===== src/rtl/inst_fetch_queue.sv =====
// Fetch queue: issues PC-generator addresses to instruction memory, collects in-order
// responses into a slot ring and hands {pc, inst} pairs to ID; flush discards in-flight work.
module inst_fetch_queue #(
    parameter int DEPTH      = 4,
    parameter int CPU_WIDTH  = 64,
    parameter int INST_WIDTH = 32
) (
    input  logic                  clk,
    input  logic                  rst,
    input  logic                  pc_valid,
    input  logic [CPU_WIDTH-1:0]  pc_addr,
    input  logic                  pc_no_use,
    output logic                  pc_ready,
    input  logic                  flush,
    output logic                  mem_req,
    output logic [CPU_WIDTH-1:0]  mem_addr,
    input  logic                  mem_gnt,
    input  logic                  mem_rvalid,
    input  logic [INST_WIDTH-1:0] mem_rdata,
    output logic                  id_valid,
    output logic [CPU_WIDTH-1:0]  id_pc,
    output logic [INST_WIDTH-1:0] id_inst,
    input  logic                  id_ready,
    output logic                  empty
);

    localparam int IDX_W = $clog2(DEPTH);
    localparam int PTR_W = IDX_W + 1;
    localparam logic [PTR_W-1:0] PTR_ONE   = PTR_W'(1);
    localparam logic [PTR_W:0]   DEPTH_CNT = (PTR_W + 1)'(DEPTH);

    logic [PTR_W-1:0]      alloc_ptr;
    logic [PTR_W-1:0]      fill_ptr;
    logic [PTR_W-1:0]      rd_ptr;
    logic [PTR_W-1:0]      drop_cnt;
    logic [PTR_W-1:0]      used;
    logic [PTR_W-1:0]      pending;
    logic [CPU_WIDTH-1:0]  slot_pc   [DEPTH];
    logic [INST_WIDTH-1:0] slot_inst [DEPTH];
    logic                  credit;
    logic                  issue;
    logic                  fill;
    logic                  drop;
    logic                  pop;

    // On redirect every pending fetch becomes a response to discard; a response
    // arriving in the same cycle already retires one of them. Saturates at zero.
    function automatic logic [PTR_W-1:0] flush_drop(input logic [PTR_W-1:0] cnt,
                                                    input logic [PTR_W-1:0] pend,
                                                    input logic             rv);
        logic [PTR_W:0] sum;
        sum = {1'b0, cnt} + {1'b0, pend};
        if (sum == '0) begin
            return '0;
        end
        sum = sum - {{PTR_W{1'b0}}, rv};
        return sum[PTR_W-1:0];
    endfunction

    assign used    = alloc_ptr - rd_ptr;
    assign pending = alloc_ptr - fill_ptr;
    assign credit  = ({1'b0, used} + {1'b0, drop_cnt}) < DEPTH_CNT;

    assign mem_req  = pc_valid & ~pc_no_use & credit & ~flush & ~rst;
    assign mem_addr = pc_addr;
    assign pc_ready = ~rst & ~flush & pc_valid & (pc_no_use | (credit & mem_gnt));
    assign issue    = mem_req & mem_gnt;

    // Stale responses are consumed before any response is credited to a slot.
    assign drop = mem_rvalid & (drop_cnt != '0);
    assign fill = mem_rvalid & (drop_cnt == '0) & (pending != '0) & ~flush;

    assign id_valid = (fill_ptr != rd_ptr) & ~flush & ~rst;
    assign pop      = id_valid & id_ready;
    assign id_pc    = slot_pc[rd_ptr[IDX_W-1:0]];
    assign id_inst  = slot_inst[rd_ptr[IDX_W-1:0]];
    assign empty    = rst | ((used == '0) & (drop_cnt == '0));

    always_ff @(posedge clk) begin
        if (rst) begin
            alloc_ptr <= '0;
            fill_ptr  <= '0;
            rd_ptr    <= '0;
            drop_cnt  <= '0;
        end else if (flush) begin
            alloc_ptr <= '0;
            fill_ptr  <= '0;
            rd_ptr    <= '0;
            drop_cnt  <= flush_drop(drop_cnt, pending, mem_rvalid);
        end else begin
            if (issue) begin
                alloc_ptr <= alloc_ptr + PTR_ONE;
            end
            if (fill) begin
                fill_ptr <= fill_ptr + PTR_ONE;
            end
            if (pop) begin
                rd_ptr <= rd_ptr + PTR_ONE;
            end
            if (drop) begin
                drop_cnt <= drop_cnt - PTR_ONE;
            end
        end
    end

    // Slot payload carries no reset; validity is tracked purely by the pointers.
    always_ff @(posedge clk) begin
        if (issue) begin
            slot_pc[alloc_ptr[IDX_W-1:0]] <= pc_addr;
        end
        if (fill) begin
            slot_inst[fill_ptr[IDX_W-1:0]] <= mem_rdata;
        end
    end

endmodule


===== config.mk =====
export PLATFORM = sky130hd
export DESIGN_NAME = inst_fetch_queue
export DESIGN_NICKNAME = d
export VERILOG_FILES = /design/src/rtl/inst_fetch_queue.sv
export SDC_FILE = /design/constraint.sdc
export NUM_CORES = 1
export LEC_CHECK = 0
export BUFFER_PORTS_ARGS = -buffer_cell sky130_fd_sc_hd__buf_2
export CORE_AREA = 2 2 275 168
export CTS_BUF_LIST = sky130_fd_sc_hd__clkbuf_8
export DETAILED_ROUTE_END_ITERATION = 8
export DIE_AREA = 0 0 277 170
export GPL_TIMING_DRIVEN = 0
export MAX_ROUTING_LAYER = met4
export PLACE_DENSITY = 0.64
export SETUP_SLACK_MARGIN = 0.1
export SYNTH_ARGS = -nofsm -noshare
export SYNTH_HDL_FRONTEND = slang
export SYNTH_SLANG_ARGS = --single-unit

===== constraint.sdc =====
create_clock -name clk -period 10.91 [get_ports clk]
set_input_delay 0 -clock clk [delete_from_list [all_inputs] [get_ports clk]]
set_output_delay 0 -clock clk [all_outputs]
set_load 0.01 [all_outputs]

Yosys cells after proc, flatten, opt, wreduce, memory -nomap -nowiden
Memory sizes are Yosys's and may differ from the RTL's. A register that Yosys moved wholly into a read port is not among the register bits.
Cells that the tools add are included.

storage, ports and cells
  bits in registers = 12
  RAM bits = 384
  input port bits = 104
  word-level logic and storage cells = 61
  memories kept = 2

memories
  memory     depth  bits a word  read ports  clocked after Yosys merged registers in  write ports  line  RTL
  slot_pc    4      64           1           1                                        1            38    logic [CPU_WIDTH-1:0] slot_pc [DEPTH];
  slot_inst  4      32           1           1                                        1            39    logic [INST_WIDTH-1:0] slot_inst [DEPTH];

cells by class
  add/subtract/negate cells = 9
  magnitude comparators = 1
  eq/ne operators = 1
  mux-type cells = 15
  bitwise logic cells = 22
  reduce and logical (&&, ||, !) cells = 7

operators by type and width
  operator               number
  $and A1 B1 Y1          17
  $mux W3                4
  $add A3 B1 Y3 const B  3
  $add A3 B3 Y4          2
  $mux W2                4
  $mux W1                7
  $logic_not A3 Y1       2
  $reduce_bool A3 Y1     2
  $sub A3 B3 Y3          2
  $logic_not A4 Y1       1
  $lt A4 B3 Y1 const B   1
  $ne A3 B3 Y1           1
  $not A1 Y1             3
  $sub A3 B1 Y3          1
  $sub A3 B1 Y3 const B  1
  $or A1 B1 Y1           2
  $reduce_bool A2 Y1     1
  $reduce_or A2 Y1       1

Logic depth before layout (Yosys ltp)
Gate-level depths: netlist of run 1.

  word-level depth = 9
  mapped depth = 12
  mapped depth without buffers = 11

Least setup slack after synthesis of run 1
No wires, ideal clock.

  path kind = reg-to-reg
  start point = reg alloc_ptr[0]
  end point = mem slot_pc[0][0], enable pin
  data arrival time = 3.080 ns
  slack = 7.437 ns
  cell stages (with the launch flop) = 12
  buffers on the path = 1
  clock period less this slack = 3.473 ns
  cell sequence = dfxtp_1 > inv_1 > ha_1 > inv_1 > fa_1 > xor2_1 > xnor2_1 > ha_1 > nor3_1 > nor4bb_1 > buf_4 > and2_2

between the ends
  word-level cells in the longest chain between the ends = 9

RTL lines
  item                           line  RTL
  from (decl)                    32    logic [PTR_W-1:0] alloc_ptr;
  from (signal assigned)         92    alloc_ptr <= alloc_ptr + PTR_ONE;
  $sub A3 B3 Y3                  60    assign used = alloc_ptr - rd_ptr;
  $add A3 B3 Y4                  62    assign credit = ({1'b0, used} + {1'b0, drop_cnt}) < DEPTH_CNT;
  $lt A4 B3 Y1                   62
  $and A1 B1 Y1 (3 in a row)     64    assign mem_req = pc_valid & ~pc_no_use & credit & ~flush & ~rst;
  $and A1 B1 Y1                  67    assign issue = mem_req & mem_gnt;
  $mux W1                        108   if (issue) begin
  $mux W1 (not written as such)  109   slot_pc[alloc_ptr[IDX_W-1:0]] <= pc_addr;
  to (decl)                      38

Several ways; a longest one is shown, not always the timed one.

Final worst setup path of run 1
  start point = reg alloc_ptr[0]
  end point = mem slot_pc[0][61], enable pin

The elaborated chain is that of the path after synthesis.

==> metrics.md, run 1 <==
| Metric | Value |
|---|---|
| Outcome | `finished, final reports clean` |
| Total Power | `3000 uW` |
| GR Overflow Total | `0` |
| Setup crit end kind | `flop` |
| Sequential power share | `0.561` |
| Routability congestion estimate | `0.746` |
| CTS Root Cell | `clkbuf_8` |
| VDD IR-drop max | `0.0779 mV` |
| Bufs on Longest Clock Path | `3` |
| Avg Cell Area, Syn | `22.1 sq um` |
| Share of cells above drive strength 1 | `0.450` |
| Tmin final | `3.81 ns` |
| Crit path launch type | `flop` |
| CP max-delay cell | `and2_4` |
| Die area | `47100 sq um` |
| Final setup viols | `0` |
| Arr. time, crit path | `4.10 ns` |
| Die span in x | `277 microns` |
| Final hold viol count | `0` |
| Crit Path Class | `reg -> reg` |
| Fin. max-slew vios | `0` |
| Area growth syn-to-layout | `28.7%` |
| Syn nets | `828` |
| RSZ-0062 raised after global routing | `no` |
| Setup TNS Final | `0 ns` |
| CTS Buf Count | `59` |
| DRT Pass-1 Iters | `4` |
| Avg WL per Cell | `19.4 microns` |
| Commonest non-fill, non-tap cell in the layout | `edfxtp_1` |
| Leading area contributor after synthesis | `edfxtp_1` |
| CTS tree | `done` |
| Mapped cell area | `15500 sq um` |
| Max-cap violations | `0` |
| Max Fclk | `263 MHz` |
| Post-DP HPWL | `21500 microns` |
| EDFF count, synth | `384` |
| Nets | `1267` |
| Switching share of power | `0.212` |
| Fin crit share | `0.349` |
| Ranking of synthesized cells by area | `edfxtp_1 74%, mux4_2 14%, buf_4 3.3%` |
| Post-Synthesis Cells | `701` |
| Yosys cell types | `41` |
| Worst slew pin tran | `0.944 ns` |
| Async SR Flop Fraction | `0` |
| Clock Pin Slew Worst Setup and Hold Paths | `0.06 ns` |
| Core ar. | `44400 sq um` |
| Predominant post-synthesis flop cell | `edfxtp_1` |
| Clk_lat worst skew | `0.61 ns` |
| Vias per std cell | `4.57` |
| Worst hold path class | `in -> reg` |
| FF+latch count, synth | `398` |
| Crit path required time | `11.20 ns` |
| Relative slew slack | `0.371` |
| Register area share after synthesis | `0.763` |
| CP peak stage delay | `0.51 ns` |
| Clock power frac | `0.393` |
| Initial antenna violation count | `1` |
| Final WL | `34500 microns` |
| Routed Antenna Nets | `0` |
| Initial detailed-routing violation count | `409` |
| Gr usage total | `0.152` |
| Int Pwr | `2360 uW` |
| Number of I/O pins | `268` |
| Yosys top cell area share | `0.745` |
| Row count | `60` |
| Pin count of the biggest net entering global routing | `41` |
| First-pass GRT wire length | `52500 microns` |
| Most frequent cells in the layout | `384 x edfxtp_1, 274 x buf_2, 103 x dlygate4sd3_1` |
| Psw | `636 uW` |
| Port Buffer Count | `267` |
| Initial Util | `0.348` |
| Vias in the first global route | `8914` |
| Pwr Density | `150 nW/um^2` |
| Total number of vias | `8134` |
| Synth warn | `0` |
| DRC Markers | `0` |
| Clock sink total | `398` |
| P_leak | `0.00709 uW` |
| Part of the power in combinational logic | `0.046` |
| H-tree depth | `2` |
| CP cell instances | `inv_1, ha_1, inv_1, fa_1, xor2_1, xnor2_1, ha_1, nor3_1, nor4bb_1, buf_4, and2_4, buf_12` |
| Crit Path Max Fanout | `34` |
| Layout Skew | `0.0333 ns` |
| Chip Height | `170 microns` |
==> registers in the layout, summed over array words and instances, names as in the netlist, named ones only <==
| register | flops |
|---|---|
| alloc_ptr | 3 |
| drop_cnt | 3 |
| rd_ptr | 3 |
| fill_ptr | 3 |
| slot_pc | 256 |
| slot_inst | 128 |
==> worst paths after layout <==
path                 from        endpoint  slack, ns  depth (start not counted)
min reg2reg   fill_ptr[2]     fill_ptr[2]       0.55                          1
min               mem_gnt    alloc_ptr[0]       0.11                          6
max reg2reg  alloc_ptr[0]  slot_pc[0][61]       7.10                         12
max          alloc_ptr[0]  slot_pc[0][61]       7.10                         12
==> critical path: cells and delay by family, from the launching register on <==
kind | cells | cell delay (ns)
and+or+nand+nor | 3 | 1.14
adders and majority gates | 3 | 0.83
buffers and inverters | 4 | 0.77
xor gates and xnor gates | 2 | 0.38
DFF | 1 | 0.35
==> layer usage <==
metal,GRT usage,wire length (microns),up-vias
met5,-,0,-
met4,0.0454,784,0
met3,0.0347,1880,61
met2,0.244,16800,222
met1,0.193,15100,4166
li1,-,-,3685
==> power groups by stage <==
stage | combinational [uW] | sequential (uW) | clock [uW]
after floorplan | 46.9 | 1710 | 0
after global placement | 102 | 1710 | 0
after detailed placement | 107 | 1710 | 0
after CTS | 137 | 1680 | 1230
after global routing | 149 | 1680 | 1290
final | 137 | 1680 | 1180
==> cell usage after synthesis, types with 2 or more instances <==
cell type	count
nand2_1	3
clkbuf_1	8
nor2b_1	4
nand2b_1	2
nor2_1	15
buf_2	7
nand3b_1	3
mux4_2	96
buf_1	4
fa_1	3
ha_1	20
buf_4	69
and2_1	3
edfxtp_1	384
a21oi_1	7
xor2_1	8
a211oi_1	2
dfxtp_1	14
and2_2	4
mux2i_1	3
xnor2_1	4
nor3_1	4
inv_1	16
==> through the flow <==
stage	setup WS [ns]	instances	area, sq um	util	hold slack [ns]
after floorplan	7.44	701	15500	-	0.0495
after global placement	6.03	1557	17600	0.395	0.215
after detailed placement	7.05	1565	17700	0.399	0.218
after CTS	7.02	1777	19900	0.448	0.0508
after global routing	6.81	1778	19900	0.448	0.0904
final	7.10	1778	19900	0.448	0.111
==> timing repair <==
action / in CTS / in global routing
gates resized for setup: 0 / 0
setup buffers: 0 / 0
hold buffers: 103 / 0
hold endpoints to repair: 396 / 0
==> cell families (layout without fill, tap and decap cells) <==
family,after synthesis,in the layout,synth area share
flip-flops,398,398,0.763
buffers and inverters,104,591,0.0425
multiplexers,99,99,0.142
AND/OR/NAND/NOR,45,45,0.0166
adder cells (fa/ha/maj),23,23,0.0200
AO/OA/AOI/OAI,19,19,0.00840
XOR/XNOR,13,13,0.00824
other,0,1,0
==> layout make-up <==
class	count	area, sq um
Clock buffer	63	867
Sequential cell	398	11800
Tap cell	589	737
Clock inverter	46	280
Buffer	88	598
Timing Repair Buffer	378	2530
Multi-Input combinational cell	199	3030
Inverter	16	60.1
Antenna cell	1	2.50
Fill cell	3846	24500
Power figures use the tool's default switching activity.
==> run 2: changes to the inputs <==
ABC_AREA = 1   (was not set)
CORE_AREA = 2 2 279 171   (was 2 2 275 168)
DIE_AREA = 0 0 281 173   (was 0 0 277 170)
PLACE_DENSITY = 0.63   (was 0.64)
clock period = 3.57 ns   (was 10.91 ns; I/O delays follow)
==> metrics.md, run 2 <==
| Metric | Value |
|---|---|
| Part of the power in combinational logic | `0.049` |
| Clk_lat worst skew | `0.62 ns` |
| R2R depth | `14` |
| Outcome | `finished, final reports clean` |
| Post-DP HPWL | `26900 microns` |
| Routed Antenna Nets | `0` |
| Dpl cells | `2086` |
| Most frequent cells in the layout | `384 x edfxtp_1, 290 x buf_2, 208 x nor2_1` |
| Layout Skew | `0.0145 ns` |
| Synth top cells by count | `384 x edfxtp_1, 216 x nor2_1, 188 x o21ai_0, 96 x o22ai_1, 65 x buf_4` |
| Crit Path Max Fanout | `28` |
| Post-Synthesis Cells | `1178` |
| Initial antenna violation count | `0` |
| Final setup viols | `0` |
| Worst hold path class | `in -> reg` |
| Total number of vias | `10900` |
| Async SR Flop Fraction | `0` |
| Fin. max-slew vios | `0` |
| Clock sink total | `398` |
| Gr usage total | `0.178` |
| Clock Pin Slew Worst Setup and Hold Paths | `0.06 ns` |
| Synth warn | `0` |
| DRC Markers | `0` |
| Max reg flops | `256` |
| Switching share of power | `0.219` |
| Int Pwr | `7060 uW` |
| Number of I/O pins | `268` |
| Pin count of the biggest net entering global routing | `30` |
| Commonest non-fill, non-tap cell in the layout | `edfxtp_1` |
| Worst slew pin tran | `0.693 ns` |
| Vias per std cell | `4.70` |
| DRT Pass-1 Iters | `5` |
| Register area share after synthesis | `0.744` |
| CTS tree | `done` |
| Relative slew slack | `0.538` |
| FF+latch count, synth | `398` |
| Yosys top cell area share | `0.726` |
| Max Fclk | `311 MHz` |
| Max-cap violations | `0` |
| First-pass GRT wire length | `64300 microns` |
| Core ar. | `45900 sq um` |
| Hold path cells | `8` |
| Initial Util | `0.346` |
| CTS Buf Count | `60` |
| Area growth syn-to-layout | `29.7%` |
| Predominant post-synthesis flop cell | `edfxtp_1` |
| Crit path launch type | `flop` |
| RSZ-0062 raised after global routing | `no` |
| Vias in the first global route | `11200` |
| Hold Slack | `0.108 ns` |
| Yosys cell types | `32` |
| EDFF count, synth | `384` |
| Non-Filler Instances | `2317` |
| Bufs on Longest Clock Path | `3` |
| Leading area contributor after synthesis | `edfxtp_1` |
| R2R Path End | `slot_pc[0][52]` |
| Nets | `1765` |
| Ranking of synthesized cells by area | `edfxtp_1 73%, o21ai_0 5.9%, nor2_1 5.1%` |
| GR Overflow Total | `0` |
| ANT cells | `0` |
| VDD IR-drop max | `0.227 mV` |
| Total Power | `9040 uW` |
| Initial detailed-routing violation count | `818` |
| H-tree depth | `2` |
| CTS Root Cell | `clkbuf_8` |
| Avg WL per Cell | `18.4 microns` |
| Port Buffer Count | `266` |
| Pwr Density | `439 nW/um^2` |
| Core Util, Final | `0.449` |
| Sequential power share | `0.568` |
| Most common cell in the netlist | `edfxtp_1` |
| Psw | `1980 uW` |
| Row count | `61` |
| Min-delay src | `pc_no_use` |
| Final WL | `42700 microns` |
| Clock power frac | `0.383` |
| Avg Cell Area, Syn | `13.5 sq um` |
| Setup crit end kind | `flop` |
| P_leak | `0.00774 uW` |
| Tmin final | `3.21 ns` |
| Die span in x | `281 microns` |
| FF-to-FF setup slack | `0.36 ns` |
| Crit Path Class | `reg -> reg` |
| Crit path required time | `3.88 ns` |
| Worst Hold End | `alloc_ptr[2]` |
| Die area | `48600 sq um` |
| Syn nets | `1305` |
| Share of cells above drive strength 1 | `0.284` |
| Chip Height | `173 microns` |
| Routability congestion estimate | `0.789` |
| R2r startpoint | `rd_ptr[0]` |
| Final hold viol count | `0` |
| Layout filler cell count | `4136` |
| Mapped cell area | `15900 sq um` |
| Fin crit share | `0.901` |
| Arr. time, crit path | `3.52 ns` |
## run 2: cell type report
class / instances / area (sq um) / area share
Sequential cell: 398 / 11800 / 0.573
Multi-Input combinational cell: 614 / 3210 / 0.156
Timing Repair Buffer: 398 / 2780 / 0.135
Clock buffer: 63 / 867 / 0.0421
Tap cell: 630 / 788 / 0.0383
Buffer: 127 / 777 / 0.0377
Clock inverter: 48 / 226 / 0.0110
Inverter: 39 / 146 / 0.00711
## run 2: repair_timing
item / 4_1_cts / 5_1_grt
pin swaps: 2 / 2
gates resized for setup: 0 / 1
endpoints found under the hold margin: 419 / 0
setup buffers: 5 / 8
setup endpoints to repair: 95 / 71
hold buffers: 107 / 0
## run 2: logic make-up (layout without fill, tap and decap cells)
group | count (synthesis) | in the layout | synth area share
flops | 398 | 398 | 0.744
buf+inv | 166 | 675 | 0.0581
xor+xnor | 5 | 5 | 0.00276
compound gates | 302 | 302 | 0.103
fa+ha+maj | 23 | 23 | 0.0195
simple gates | 284 | 284 | 0.0731
## run 2: worst max-delay path by stage
stage	from	cells past startpoint	endpoint	slack (ns)
after floorplan	alloc_ptr[0]	13	slot_pc[3][0]	0.12
after global placement	fill_ptr[0]	10	slot_inst[3][3]	-0.94
after detailed placement	rd_ptr[0]	14	slot_pc[0][62]	-0.21
after CTS	rd_ptr[0]	13	slot_pc[1][58]	0.25
after global routing	alloc_ptr[0]	15	slot_pc[0][39]	0.15
final	rd_ptr[0]	14	slot_pc[0][52]	0.36
## run 2: through the flow
step / worst slack (ns) / setup TNS (ns) / cell area [sq um]
6_report: 0.355 / 0 / 20600
5_1_grt: 0.152 / 0 / 20600
4_1_cts: 0.252 / 0 / 20500
3_5_place_dp: -0.208 / -6.71 / 18300
3_3_place_gp: -0.939 / -328.08 / 18000
2_1_floorplan: 0.116 / 0 / 15900
## run 2: worst max-delay path, cell delays in order (launching register included)
cell      delay, ns
dfxtp_1        0.45
ha_1           0.19
inv_1          0.05
fa_2           0.33
xor2_1         0.16
xor2_1         0.24
inv_1          0.07
ha_1           0.27
inv_1          0.07
nand2_1        0.06
nor2_2         0.18
nand3b_4       0.17
nor2_4         0.19
buf_12         0.21
buf_12         0.24
## run 2: power by group through the flow
| stage | Sequential, uW | Combinational, uW | Clock [uW] |
|---|---|---|---|
| 3_3_place_gp | 5240 | 334 | 0 |
| 2_1_floorplan | 5240 | 159 | 0 |
| 6_report | 5140 | 444 | 3460 |
| 5_1_grt | 5140 | 486 | 3780 |
| 3_5_place_dp | 5240 | 347 | 0 |
| 4_1_cts | 5140 | 443 | 3560 |
## run 2: layer usage
layer / vias up / GRT usage / part of all wire
met5: - / - / 0
met4: 0 / 0.0561 / 0.029
met3: 88 / 0.0342 / 0.059
met2: 342 / 0.278 / 0.47
met1: 5270 / 0.234 / 0.44
li1: 5179 / - / -
==> run 3: changes to the inputs <==
PLACE_DENSITY = not set   (was 0.63)
==> metrics.md, run 3 (synthesized netlist as in run 2, its figures left out) <==
| Metric | Value |
|---|---|
| VDD IR-drop max | `0.237 mV` |
| Final WL | `42700 microns` |
| Part of the power in combinational logic | `0.049` |
| Total Power | `9040 uW` |
| Design Area, Final | `20700 sq um` |
| Share of cells above drive strength 1 | `0.287` |
| P_leak | `0.00774 uW` |
| Area growth syn-to-layout | `30.0%` |
| Layout filler cell count | `4176` |
| CTS Buf Count | `59` |
| Tmin final | `3.14 ns` |
| Psw | `1960 uW` |
| Routability congestion estimate | `0.771` |
| GR Layer Usage met3 | `0.0304` |
| Max-cap violations | `0` |
| CTS Root Cell | `clkbuf_8` |
| GR Util met1 | `0.239` |
| Crit Path Class | `reg -> reg` |
| CTS tree | `done` |
| DRT Pass-1 Iters | `5` |
| Chip Height | `173 microns` |
| Fin crit share | `0.879` |
| Worst hold path class | `in -> reg` |
| Clock Pin Slew Worst Setup and Hold Paths | `0.07 ns` |
| Setup WS post-layout | `0.432 ns` |
| Crit path required time | `3.87 ns` |
| Setup TNS Final | `0 ns` |
| Crit path launch type | `flop` |
| Int Pwr | `7080 uW` |
| Nets | `1774` |
| Port Buffer Count | `266` |
| Pin count of the biggest net entering global routing | `29` |
| Crit Path Max Fanout | `25` |
| Switching share of power | `0.217` |
| Clock power frac | `0.382` |
| Commonest non-fill, non-tap cell in the layout | `edfxtp_1` |
| Gr usage total | `0.178` |
| Vias per std cell | `4.72` |
| Fin. max-slew vios | `0` |
| FF-to-FF setup slack | `0.43 ns` |
| Setup crit end kind | `flop` |
| GR Overflow Total | `0` |
| Die span in x | `281 microns` |
| Met2 Track Usage GR | `0.279` |
| Layout Skew | `0.0184 ns` |
| Clk_lat worst skew | `0.62 ns` |
| Clock sink total | `398` |
| Outcome | `finished, final reports clean` |
| CTS resizes | `0` |
| Setup WS pre-CTS | `0.0336 ns` |
| Initial antenna violation count | `1` |
| Bufs on Longest Clock Path | `3` |
| First-pass GRT wire length | `64100 microns` |
| Final setup viols | `0` |
| DP Area | `18300 sq um` |
| Final hold viol count | `0` |
| Post-DP HPWL | `26800 microns` |
| Most frequent cells in the layout | `384 x edfxtp_1, 290 x buf_2, 208 x nor2_1` |
| Arr. time, crit path | `3.43 ns` |
| ANT cells | `0` |
| Vias in the first global route | `10900` |
| Number of I/O pins | `268` |
| Core ar. | `45900 sq um` |
| Relative slew slack | `0.548` |
| Initial detailed-routing violation count | `866` |
| Die area | `48600 sq um` |
| Total number of vias | `11000` |
| GRT busiest layer | `met2` |
| Max reg flops | `256` |
| Pwr Density | `438 nW/um^2` |
| Row count | `61` |
| Sequential power share | `0.569` |
| Worst slew pin tran | `0.678 ns` |
| DRC Markers | `0` |
| H-tree depth | `2` |
| RSZ-0062 raised after global routing | `no` |
| Avg WL per Cell | `18.4 microns` |
| Initial Util | `0.346` |
| Hold Slack | `0.138 ns` |
| Routed Antenna Nets | `0` |
| Max Fclk | `319 MHz` |
==> run 3: metrics by stage <==
stage | utilization | std cells
after floorplan | - | 1178
after global placement | 0.393 | 2074
after detailed placement | 0.399 | 2086
after CTS | 0.447 | 2302
after global routing | 0.450 | 2321
final | 0.450 | 2321
==> run 3: final timing paths <==
| path | start | to | depth (start not counted) |
|---|---|---|---|
| worst max-delay path | alloc_ptr[0] | slot_pc[2][47] | 15 |
| worst min-delay path | mem_rdata[10] | slot_inst[0][10] | 2 |
| worst max register to register | alloc_ptr[0] | slot_pc[2][47] | 15 |
| worst min register to register | fill_ptr[1] | fill_ptr[1] | 2 |
==> run 3: worst max-delay path, cell delays in order, from the launching register on <==
cell and delay [ns]:
dfxtp_1 0.34, inv_2 0.13, ha_1 0.16, inv_1 0.05, fa_2 0.33, xor2_1 0.17
xor2_1 0.22, inv_1 0.07, ha_1 0.26, inv_1 0.07, nand2_1 0.06, nor2_2 0.20
nand3b_4 0.19, nor2_4 0.21, buf_12 0.15, buf_12 0.20
==> run 3: repair_timing <==
item	4_1_cts	5_1_grt
pin swaps	1	3
hold buffers	107	0
setup endpoints to repair	49	153
hold endpoints to repair	410	0
buffers inserted	4	19
==> run 3: area by class of cell <==
class / instances / area, sq um / share of cell area
flip-flops and latches: 398 / 11800 / 0.572
multi-input cells: 614 / 3210 / 0.155
repair buffers: 408 / 2850 / 0.138
clock buffers: 61 / 840 / 0.0407
well taps: 630 / 788 / 0.0382
plain buffers: 127 / 777 / 0.0376
clock inverters: 44 / 231 / 0.0112
inverters: 39 / 146 / 0.00709
==> run 3: power by group through the flow <==
stage | Combinational [uW] | Clock, uW | Sequential [uW]
after global routing | 492 | 3760 | 5140
after detailed placement | 349 | 0 | 5240
after global placement | 336 | 0 | 5240
after CTS | 444 | 3550 | 5140
after floorplan | 159 | 0 | 5240
final | 445 | 3450 | 5140
==> run 3: metal layers <==
metal | part of all wire | wire length, microns
met1 | 0.45 | 19100
met2 | 0.47 | 20100
met3 | 0.058 | 2500
met4 | 0.024 | 1030
met5 | 0 | 0
